$ cat src/rtl/nsa_pkg.sv
// Shared types and constants for the nibble-serial adder front end.
package nsa_pkg;

    localparam int unsigned NIBBLE_W = 4;

    typedef enum logic [1:0] {
        IDLE = 2'd0,
        RUN  = 2'd1,
        DONE = 2'd2
    } nsa_state_t;

    // Step counter width: enough to hold NIB-1, plus one spare bit.
    function automatic int unsigned idx_width(input int unsigned width);
        return $clog2(width / NIBBLE_W) + 1;
    endfunction

endpackage

$ cat src/rtl/nsa_nibble_shifter.sv
// WIDTH-bit register that loads in parallel or shifts right by one nibble,
// inserting a new nibble at the top.
module nsa_nibble_shifter
    import nsa_pkg::*;
#(
    parameter int unsigned WIDTH = 16
) (
    input  logic                clk,
    input  logic                rst_n,
    input  logic                i_load,
    input  logic [WIDTH-1:0]    i_load_val,
    input  logic                i_shift,
    input  logic [NIBBLE_W-1:0] i_nib_in,
    output logic [NIBBLE_W-1:0] o_nib,
    output logic [WIDTH-1:0]    o_next
);

    logic [WIDTH-1:0] r_q;
    logic [WIDTH-1:0] w_shifted;

    // A single-nibble register degenerates to a plain replacement.
    generate
        if (WIDTH == NIBBLE_W) begin : g_one_nib
            assign w_shifted = i_nib_in;
        end else begin : g_multi_nib
            assign w_shifted = {i_nib_in, r_q[WIDTH-1:NIBBLE_W]};
        end
    endgenerate

    always_ff @(posedge clk or negedge rst_n) begin
        if (!rst_n) begin
            r_q <= '0;
        end else if (i_load) begin
            r_q <= i_load_val;
        end else if (i_shift) begin
            r_q <= w_shifted;
        end
    end

    assign o_nib  = r_q[NIBBLE_W-1:0];
    assign o_next = w_shifted;

endmodule

$ cat src/rtl/nibble_serial_adder.sv
// Sequential WIDTH-bit adder feeding an external 4-bit Adder one nibble per cycle.
// Optional subtract mode and signed overflow flag under macro NSA_SUB_EN.
module nibble_serial_adder
    import nsa_pkg::*;
#(
    parameter int unsigned WIDTH = 16
) (
`ifdef NSA_SUB_EN
    input  logic                sub,
    output logic                ovf,
`endif
    input  logic                clk,
    input  logic                rst_n,
    input  logic                start,
    input  logic [WIDTH-1:0]    op_a,
    input  logic [WIDTH-1:0]    op_b,
    input  logic                cin,
    output logic                busy,
    output logic                done,
    output logic [WIDTH-1:0]    sum,
    output logic                cout,
    output logic [NIBBLE_W-1:0] add_a,
    output logic [NIBBLE_W-1:0] add_b,
    output logic                add_cin,
    input  logic [NIBBLE_W-1:0] add_sum,
    input  logic                add_cout
);

    localparam int unsigned NIB   = WIDTH / NIBBLE_W;
    localparam int unsigned IDX_W = idx_width(WIDTH);

    nsa_state_t r_state;
    nsa_state_t w_state_nxt;

    logic             r_carry;
    logic [IDX_W-1:0] r_idx;
    logic [WIDTH-1:0] r_sum;
    logic             r_cout;

    logic                w_load;
    logic                w_shift;
    logic                w_last;
    logic [WIDTH-1:0]    w_b_load;
    logic                w_cin_load;
    logic [NIBBLE_W-1:0] w_a_nib;
    logic [NIBBLE_W-1:0] w_b_nib;
    logic [NIBBLE_W-1:0] w_r_nib_unused;
    logic [WIDTH-1:0]    w_a_next_unused;
    logic [WIDTH-1:0]    w_b_next_unused;
    logic [WIDTH-1:0]    w_r_next;

`ifdef NSA_SUB_EN
    logic r_a_msb;
    logic r_b_msb;
    logic r_ovf;

    // Subtract as a + ~b + 1; the carry-in port is ignored in that mode.
    assign w_b_load   = sub ? ~op_b : op_b;
    assign w_cin_load = sub | cin;
    assign ovf        = r_ovf;
`else
    assign w_b_load   = op_b;
    assign w_cin_load = cin;
`endif

    nsa_nibble_shifter #(.WIDTH(WIDTH)) u_a_sh (
        .clk        (clk),
        .rst_n      (rst_n),
        .i_load     (w_load),
        .i_load_val (op_a),
        .i_shift    (w_shift),
        .i_nib_in   ('0),
        .o_nib      (w_a_nib),
        .o_next     (w_a_next_unused)
    );

    nsa_nibble_shifter #(.WIDTH(WIDTH)) u_b_sh (
        .clk        (clk),
        .rst_n      (rst_n),
        .i_load     (w_load),
        .i_load_val (w_b_load),
        .i_shift    (w_shift),
        .i_nib_in   ('0),
        .o_nib      (w_b_nib),
        .o_next     (w_b_next_unused)
    );

    // Result collector: Adder sums enter at the top, so LSB nibble ends lowest.
    nsa_nibble_shifter #(.WIDTH(WIDTH)) u_r_sh (
        .clk        (clk),
        .rst_n      (rst_n),
        .i_load     (w_load),
        .i_load_val ('0),
        .i_shift    (w_shift),
        .i_nib_in   (add_sum),
        .o_nib      (w_r_nib_unused),
        .o_next     (w_r_next)
    );

    always_ff @(posedge clk or negedge rst_n) begin
        if (!rst_n) begin
            r_state <= IDLE;
        end else begin
            r_state <= w_state_nxt;
        end
    end

    // Next state and the combinational drive toward the Adder.
    always_comb begin
        w_state_nxt = r_state;
        w_load      = 1'b0;
        w_shift     = 1'b0;
        w_last      = 1'b0;
        add_a       = '0;
        add_b       = '0;
        add_cin     = 1'b0;
        case (r_state)
            IDLE: begin
                if (start) begin
                    w_load      = 1'b1;
                    w_state_nxt = RUN;
                end
            end
            RUN: begin
                w_shift = 1'b1;
                add_a   = w_a_nib;
                add_b   = w_b_nib;
                add_cin = r_carry;
                if (r_idx == IDX_W'(NIB - 1)) begin
                    w_last      = 1'b1;
                    w_state_nxt = DONE;
                end
            end
            DONE: begin
                w_state_nxt = IDLE;
            end
            default: begin
                w_state_nxt = IDLE;
            end
        endcase
    end

    always_ff @(posedge clk or negedge rst_n) begin
        if (!rst_n) begin
            r_carry <= 1'b0;
            r_idx   <= '0;
            r_sum   <= '0;
            r_cout  <= 1'b0;
`ifdef NSA_SUB_EN
            r_a_msb <= 1'b0;
            r_b_msb <= 1'b0;
            r_ovf   <= 1'b0;
`endif
        end else begin
            if (w_load) begin
                r_carry <= w_cin_load;
                r_idx   <= '0;
`ifdef NSA_SUB_EN
                r_a_msb <= op_a[WIDTH-1];
                r_b_msb <= w_b_load[WIDTH-1];
`endif
            end else if (w_shift) begin
                r_carry <= add_cout;
                r_idx   <= r_idx + IDX_W'(1);
            end
            if (w_last) begin
                r_sum  <= w_r_next;
                r_cout <= add_cout;
`ifdef NSA_SUB_EN
                r_ovf  <= (r_a_msb == r_b_msb) && (w_r_next[WIDTH-1] != r_a_msb);
`endif
            end
        end
    end

    assign busy = (r_state != IDLE);
    assign done = (r_state == DONE);
    assign sum  = r_sum;
    assign cout = r_cout;

endmodule

$ cat config.mk
export PLATFORM = sky130hd
export DESIGN_NAME = nibble_serial_adder
export DESIGN_NICKNAME = d
export VERILOG_FILES = /design/src/rtl/nsa_pkg.sv /design/src/rtl/nsa_nibble_shifter.sv /design/src/rtl/nibble_serial_adder.sv
export SDC_FILE = /design/constraint.sdc
export NUM_CORES = 1
export LEC_CHECK = 0
export ABC_AREA = 1
export CAP_MARGIN = 20
export CORE_UTILIZATION = 50
export DETAILED_ROUTE_END_ITERATION = 10
export GPL_TIMING_DRIVEN = 0
export HOLD_SLACK_MARGIN = 0.1
export PLACE_DENSITY_LB_ADDON = 0.1
export SYNTH_ARGS = -nofsm -noshare
export SYNTH_HDL_FRONTEND = slang
export SYNTH_SLANG_ARGS = --single-unit
$ cat constraint.sdc
create_clock -name clk -period 1.6 [get_ports clk]
set_input_delay 0.16 -clock clk [delete_from_list [all_inputs] [get_ports clk]]
set_output_delay 0.16 -clock clk [all_outputs]
set_load 0.03 [all_outputs]
==> impl_metrics.tcl <==
set metrics [dict create \
    cp_slowest_cell "clkdlybuf4s50_1" \
    worstSetupPathType "reg -> out" \
    grt_pass1_vias 2620 \
    yosys_warnings 0 \
    p_int_mw 4.666 \
    r2r_setup_slack_ns 0.19 \
    row_count 28 \
    post-route-util_pct 68.71 \
    fmax_mhz 642.9 \
    tightest_slew_ns 0.8373 \
    whs_endpoint "u_a_sh.r_q[6]" \
    cpPeakStageDelay_ns 0.67 \
    grt_max_degree 68 \
    nets 509 \
    end_kind "output pin" \
    crit_family "buffers and inverters" \
    clkSinkCount 67 \
    diodes 0 \
    hp-class "in -> reg" \
    clkSlewWorstSetupHoldPaths_ns 0.08 \
    die-area_mm2 0.006391 \
    gp_congestion 0.7682 \
    io_buffers 67 \
    area_delta_synth_final_pct 33.11 \
    hold-worst-slack_ns 0.1775 \
    syn-instance-count 381 \
    finalPower_mw 7.979 \
    dpl.hpwl_um 4585 \
    die_h_um 79.95 \
    cp-start-kind "register" \
    avgSynthCellArea_um2 7.974 \
    combPwrFrac_pct 45.1 \
    drt_iter0_markers 128 \
    numCtsBuffers 9 \
    start_util_pct 51.62 \
    netlist_area_mm2 0.003038 \
    critPathBufInv 1 \
    synth_cell_types 18 \
    status "finished clean" \
    crit_fanout 2 \
    switchingPower_mw 3.313 \
    cts_tree "built" \
    r2r-end "sum[6]" \
    routed_wl_um 6868 \
    layout-drive-gt1-share_pct 12.74 \
    setup_viol 0 \
    root_buffer "clkbuf_8" \
    wl_per_cell_um 12.58 \
    yosysSeqAreaShare_pct 55.19 \
    crit_cells 1 \
    dpl_cell_area_mm2 0.003800 \
    finalCritPeriodShare_pct 97.22 \
    io_pins 69 \
    drt_first_pass_iters 4 \
    worstReg2RegStart "r_idx[0]" \
    hold_start "start" \
    synth_seq_cells 67 \
    grt_overflow 0 \
    period_needed_ns 1.555 \
    leakagePower_nw 2.169 \
    cp_data_required_time_ns 1.44 \
    min_path_cells 4 \
    p_per_area_mw_per_mm2 1973 \
    antenna_found_initial 0 \
    final_hold_viol_count 0 \
    finalMaxSlewViolations 0 \
    p_sw_share_pct 41.52 \
    power_frac_clock_pct 19.5 \
    ant_nets 0 \
    routed_via_density 4.844 \
    max_cap_viol_count 0 \
    vdd_drop_max_mv 0.9864 \
    clockBufferDepth 2 \
    ctsHtreeMaxLevel 3 \
    crit_arrival_ns 1.40 \
    worstPathCellList "clkdlybuf4s50_1" \
    syn-num-nets 424 \
    p_seq_share_pct 35.4 \
    reg2reg_depth 7 \
    die_w_um 79.95 \
    coreArea_mm2 0.005886 \
    clock_skew_ns 0.007065 \
    grt_pass1_wl_um 11910 \
    final_cell_area_mm2 0.004044 \
    track_usage_pct 24.41 \
    slew_headroom_pct 44.18 \
    vias 2645 \
    drc_errors 0 \
    clk_latency_ns 0.35 \
]
-- per-layer routing --
metal  vias to the layer above  global-route usage, %  share of wire (%)
li1                       1340                      -                  -
met1                      1204                  33.21                 46
met2                        97                  39.15                 47
met3                         4                  5.600                6.7
met4                         0                  6.964               0.51
met5                         -                      0                  0
-- tightest hold or removal path, delay by kind of cell --
| family | cells | cell delay [ns] |
|---|---|---|
| and+or+nand+nor | 3 | 0.18 |
| buffers and inverters | 1 | 0.15 |
-- cells in the mapped netlist --
library cell	number	area, µm²
nand2_1	186	698.2
dfrtp_1	67	1677
nand3_1	58	290.3
inv_1	26	97.59
buf_2	11	55.05
nor2_1	10	37.54
buf_4	4	30.03
buf_6	3	33.78
buf_1	2	7.510
ha_1	2	25.02
inv_2	2	7.510
nand2_4	2	22.52
nor2_4	2	22.52
o21ai_1	2	10.01
clkbuf_1	1	3.750
nand2_2	1	6.260
o21ai_0	1	5.000
o21ai_2	1	8.760
-- repair_timing --
item                                    in CTS  in global routing
hold buffers                                 1                  0
endpoints found under the hold margin       67                  0
resized for setup                           59                  9
endpoints found under the setup margin      11                 20
pin swaps                                    1                  1
buffers inserted                             3                  3
-- stage by stage --
| stage | setup WS [ns] | std cells | TNS [ns] |
|---|---|---|---|
| 2_1_floorplan | 0.2508 | 381 | 0 |
| 3_3_place_gp | -1.838 | 523 | -124.71 |
| 3_5_place_dp | -0.1937 | 523 | -1.994 |
| 4_1_cts | -0.03692 | 543 | -0.03692 |
| 5_1_grt | -0.01188 | 546 | -0.03725 |
| 6_report | 0.04455 | 546 | 0 |
-- power by group through the flow --
stage	clock network (mW)	logic (mW)	registers [mW]
after floorplan	0	2.02	3.12
after global placement	0	3.49	2.82
after detailed placement	0	3.58	2.85
after CTS	1.57	3.58	2.82
after global routing	1.63	4.03	2.91
final	1.56	3.60	2.83
-- cell families after synthesis --
kind of cell    Yosys count  synth area share [%]
flops                    67                 55.19
compound gates            4                0.7824
buf+inv                  49                 7.743
fa+ha+maj                 2                0.8236
simple gates            259                 35.46
-- worst max-delay path by stage --
stage / start / end / slack [ns]
after CTS: r_state[0] / busy / -0.04
after floorplan: r_state[1] / add_a[0] / 0.25
final: sum[2] / sum[2] / 0.04
after global routing: r_state[0] / add_b[0] / -0.01
after global placement: rst_n / sum[13] / -1.84
after detailed placement: r_state[0] / busy / -0.19
-- registers in the layout, indices dropped and copies added, names as in the netlist --
| signal | flops |
|---|---|
| cout | 1 |
| r_carry | 1 |
| r_idx | 3 |
| r_state | 2 |
| sum | 16 |
| u_a_sh.r_q | 16 |
| u_b_sh.r_q | 16 |
| u_r_sh.r_q | 12 |
-- cell usage in the layout, fill, tap and decap left out --
cell type and instances:
buf_1 1, buf_2 17, buf_4 14, buf_6 6, bufinv_16 2, clkbuf_1 2
clkbuf_8 9, clkdlybuf4s50_1 55, clkinv_2 1, clkinvlp_4 2, dfrtp_1 67, dlygate4sd3_1 1
ha_1 2, inv_1 26, inv_2 2, inv_6 1, nand2_1 186, nand2_2 1
nand2_4 2, nand3_1 58, nor2_1 10, nor2_4 2, o21ai_0 1, o21ai_1 2
o21ai_2 1
-- final cells by class --
type / instances / area [µm²]
timing repair buffer: 74 / 678.2
sequential: 67 / 1677
inverter: 28 / 105.1
clock buffer: 10 / 127.6
fill: 507 / 1842
tap: 75 / 93.84
clock inverter: 6 / 88.84
multi-input combinational: 265 / 1126
buffer: 21 / 147.6
Power figures use the tool's default switching activity.
==> patch (same settings) <==
Build with the macro `NSA_SUB_EN` defined.
--- a/src/rtl/nibble_serial_adder.sv
+++ b/src/rtl/nibble_serial_adder.sv
@@ -2,2 +2,4 @@
 // Optional subtract mode and signed overflow flag under macro NSA_SUB_EN.
+`define NSA_SUB_EN
+
 module nibble_serial_adder
Interface: changed (added ovf and sub); port bits go from 69 to 71. No check against the original RTL was run, so the function may have changed too.
==> patch against the unedited design <==
- non-clock buffer count shrank 7
- design area grew 2.6%
- count of clock-buffer cells in the layout is 1 higher
- combinational power is 5% lower
- synthesized cell count is 7.3% higher
- synthesized area is 4.9% higher
- highest routed layer unchanged
- sequential cell count increased by 3
- power is 4.2% lower
- worst setup slack better by 0.0027 ns
- worst hold slack gained 0.040 ns
- wire length is 7.3% higher
==> patch: results (changes against the unedited design) <==
status = complete, no violations
max-slew headroom at the worst pin = 41.80% (-2.4 points)
Non-clk bufs = 88 (-7.4%)
Final nets = 533 (+4.7%)
share of the yosys chip area belonging to registers = 54.95% (-0.24 points)
XOR/XNOR share of the synthesized area = 1.099% (+1.1 points)
NetSw = 0.003263 W (-1.5%)
maximum fanout count along the critical path = 7 (+5)
leak pwr = 2.157 nW (-0.56%)
non-clock buffer area fraction after layout = 18.46% (-2.0 points)
via count of the first global-routing pass = 2489 (-5.0%)
Peak supply drop = 1.101 mV (+12%)
part of the total power dissipated in sequential elements = 38.7% (+3.3 points)
routed wire length per instance = 12.95 um (+2.9%)
pre-CTS WS = -0.4325 ns (-0.2388 ns)
number of multi-input combinational cells = 280 (+5.7%)
register bit total from synthesis = 70 (+4.5%)
layout overhead on the synthesized area = 30.10%
average footprint of a synthesized cell = 7.795 um2 (-2.2%)
fraction of area in multi-input gates = 29.14% (+1.3 points)
routability congestion estimate from global placement = 0.8009 (+4.3%)
number of distinct standard cells referenced by the synthesized netlist = 19 (+1)
total nets after synthesis = 453 (+6.8%)
count of port buffers added during placement = 68 (+1.5%)
non-filler cells, final = 569 (+4.2%)
met3 layer usage reported by global route = 4.778% (-0.82 points)
wire length on met1 = 3420 um (+8.2%)
area fraction in compound gates after synthesis = 5.416% (+4.6 points)
Placed Cells = 552 (+5.5%)
ratio of cells with drive above 1 in the final layout = 9.717% (-3.0 points)
detailed-routed wire length on met3 = 372 um (-19%)
global-route wire length before repair = 11890 um (-0.18%)
pin count of the biggest net entering global routing = 71 (+4.4%)
via count = 2762 (+4.4%)
fill cell total of the finished layout = 531 (+4.7%)
total length of routed met2 wires = 3441 um (+7.2%)
Final HPWL DP = 5010 um (+9.3%)
clock tree skew after final layout = 0.007401 ns (+0.0003353 ns)
dpl cell area = 3960 um2 (+4.2%)
length of the first detailed-routing pass in iterations = 4 (unchanged)
slowest cell on the critical path = sky130_fd_sc_hd__dfrtp_2
1st-iter DRT viols = 71 (-45%)
met2 global-route usage = 36.86% (-2.3 points)
routing layer with the top usage in global route = met2
most frequent cells after synthesis = sky130_fd_sc_hd__nand2_1, sky130_fd_sc_hd__dfrtp_1, sky130_fd_sc_hd__inv_1, sky130_fd_sc_hd__nand3_1, sky130_fd_sc_hd__o21ai_0
power drawn by the combinational cells = 0.00341 W (-5%)
Clock buffers and inverters, area share = 4.253% (-1.1 points)
met1 layer usage reported by global route = 33.21% (about the same)
family of cells with the greatest summed delay on the critical path = flip-flops
reg2reg setup slack = 0.11 ns (-0.08 ns)
adder and majority cell fraction of the synthesized area = 0.7849% (-0.039 points)
FF+latch area = 1753 um2 (+4.6%)
power after layout = 0.007643 W (-4.2%)
Clock Buffer Count = 11 (+1)
-- patch: cell count changes after synthesis, sizes merged, moves of 5 or more --
cell	delta
inv	+12
nand3	-39
nand3b	+7
o21ai	+29
buf	-5
nand2	+10
-- patch: cells by family (layout without fill, tap and decap cells) --
group                      after synthesis  after routing
and+or+nand+nor                        240            240
DFF                                     70             70
buffers and inverters                   59            144
AOI/OAI and AO/OA                       34             34
xor gates and xnor gates                 4              4
adders and majority gates                2              2
-- patch: path summary, 6_finish.rpt --
kind,start,end,cells past startpoint
max,r_state[0],done,2
min,start,u_a_sh.r_q[9],4
max reg2reg,r_state[0],u_r_sh.r_q[6],4
min reg2reg,u_r_sh.r_q[6],sum[2],2
max in group asynchronous,rst_n,r_state[0],2
min in group asynchronous,rst_n,sum[12],2
-- patch: timing repair --
item                                   CTS  global route
endpoints found under the hold margin   70             0
gates resized for setup                 54            20
setup endpoints to repair               11            18
setup buffers                            1             0
hold buffers                             1             0
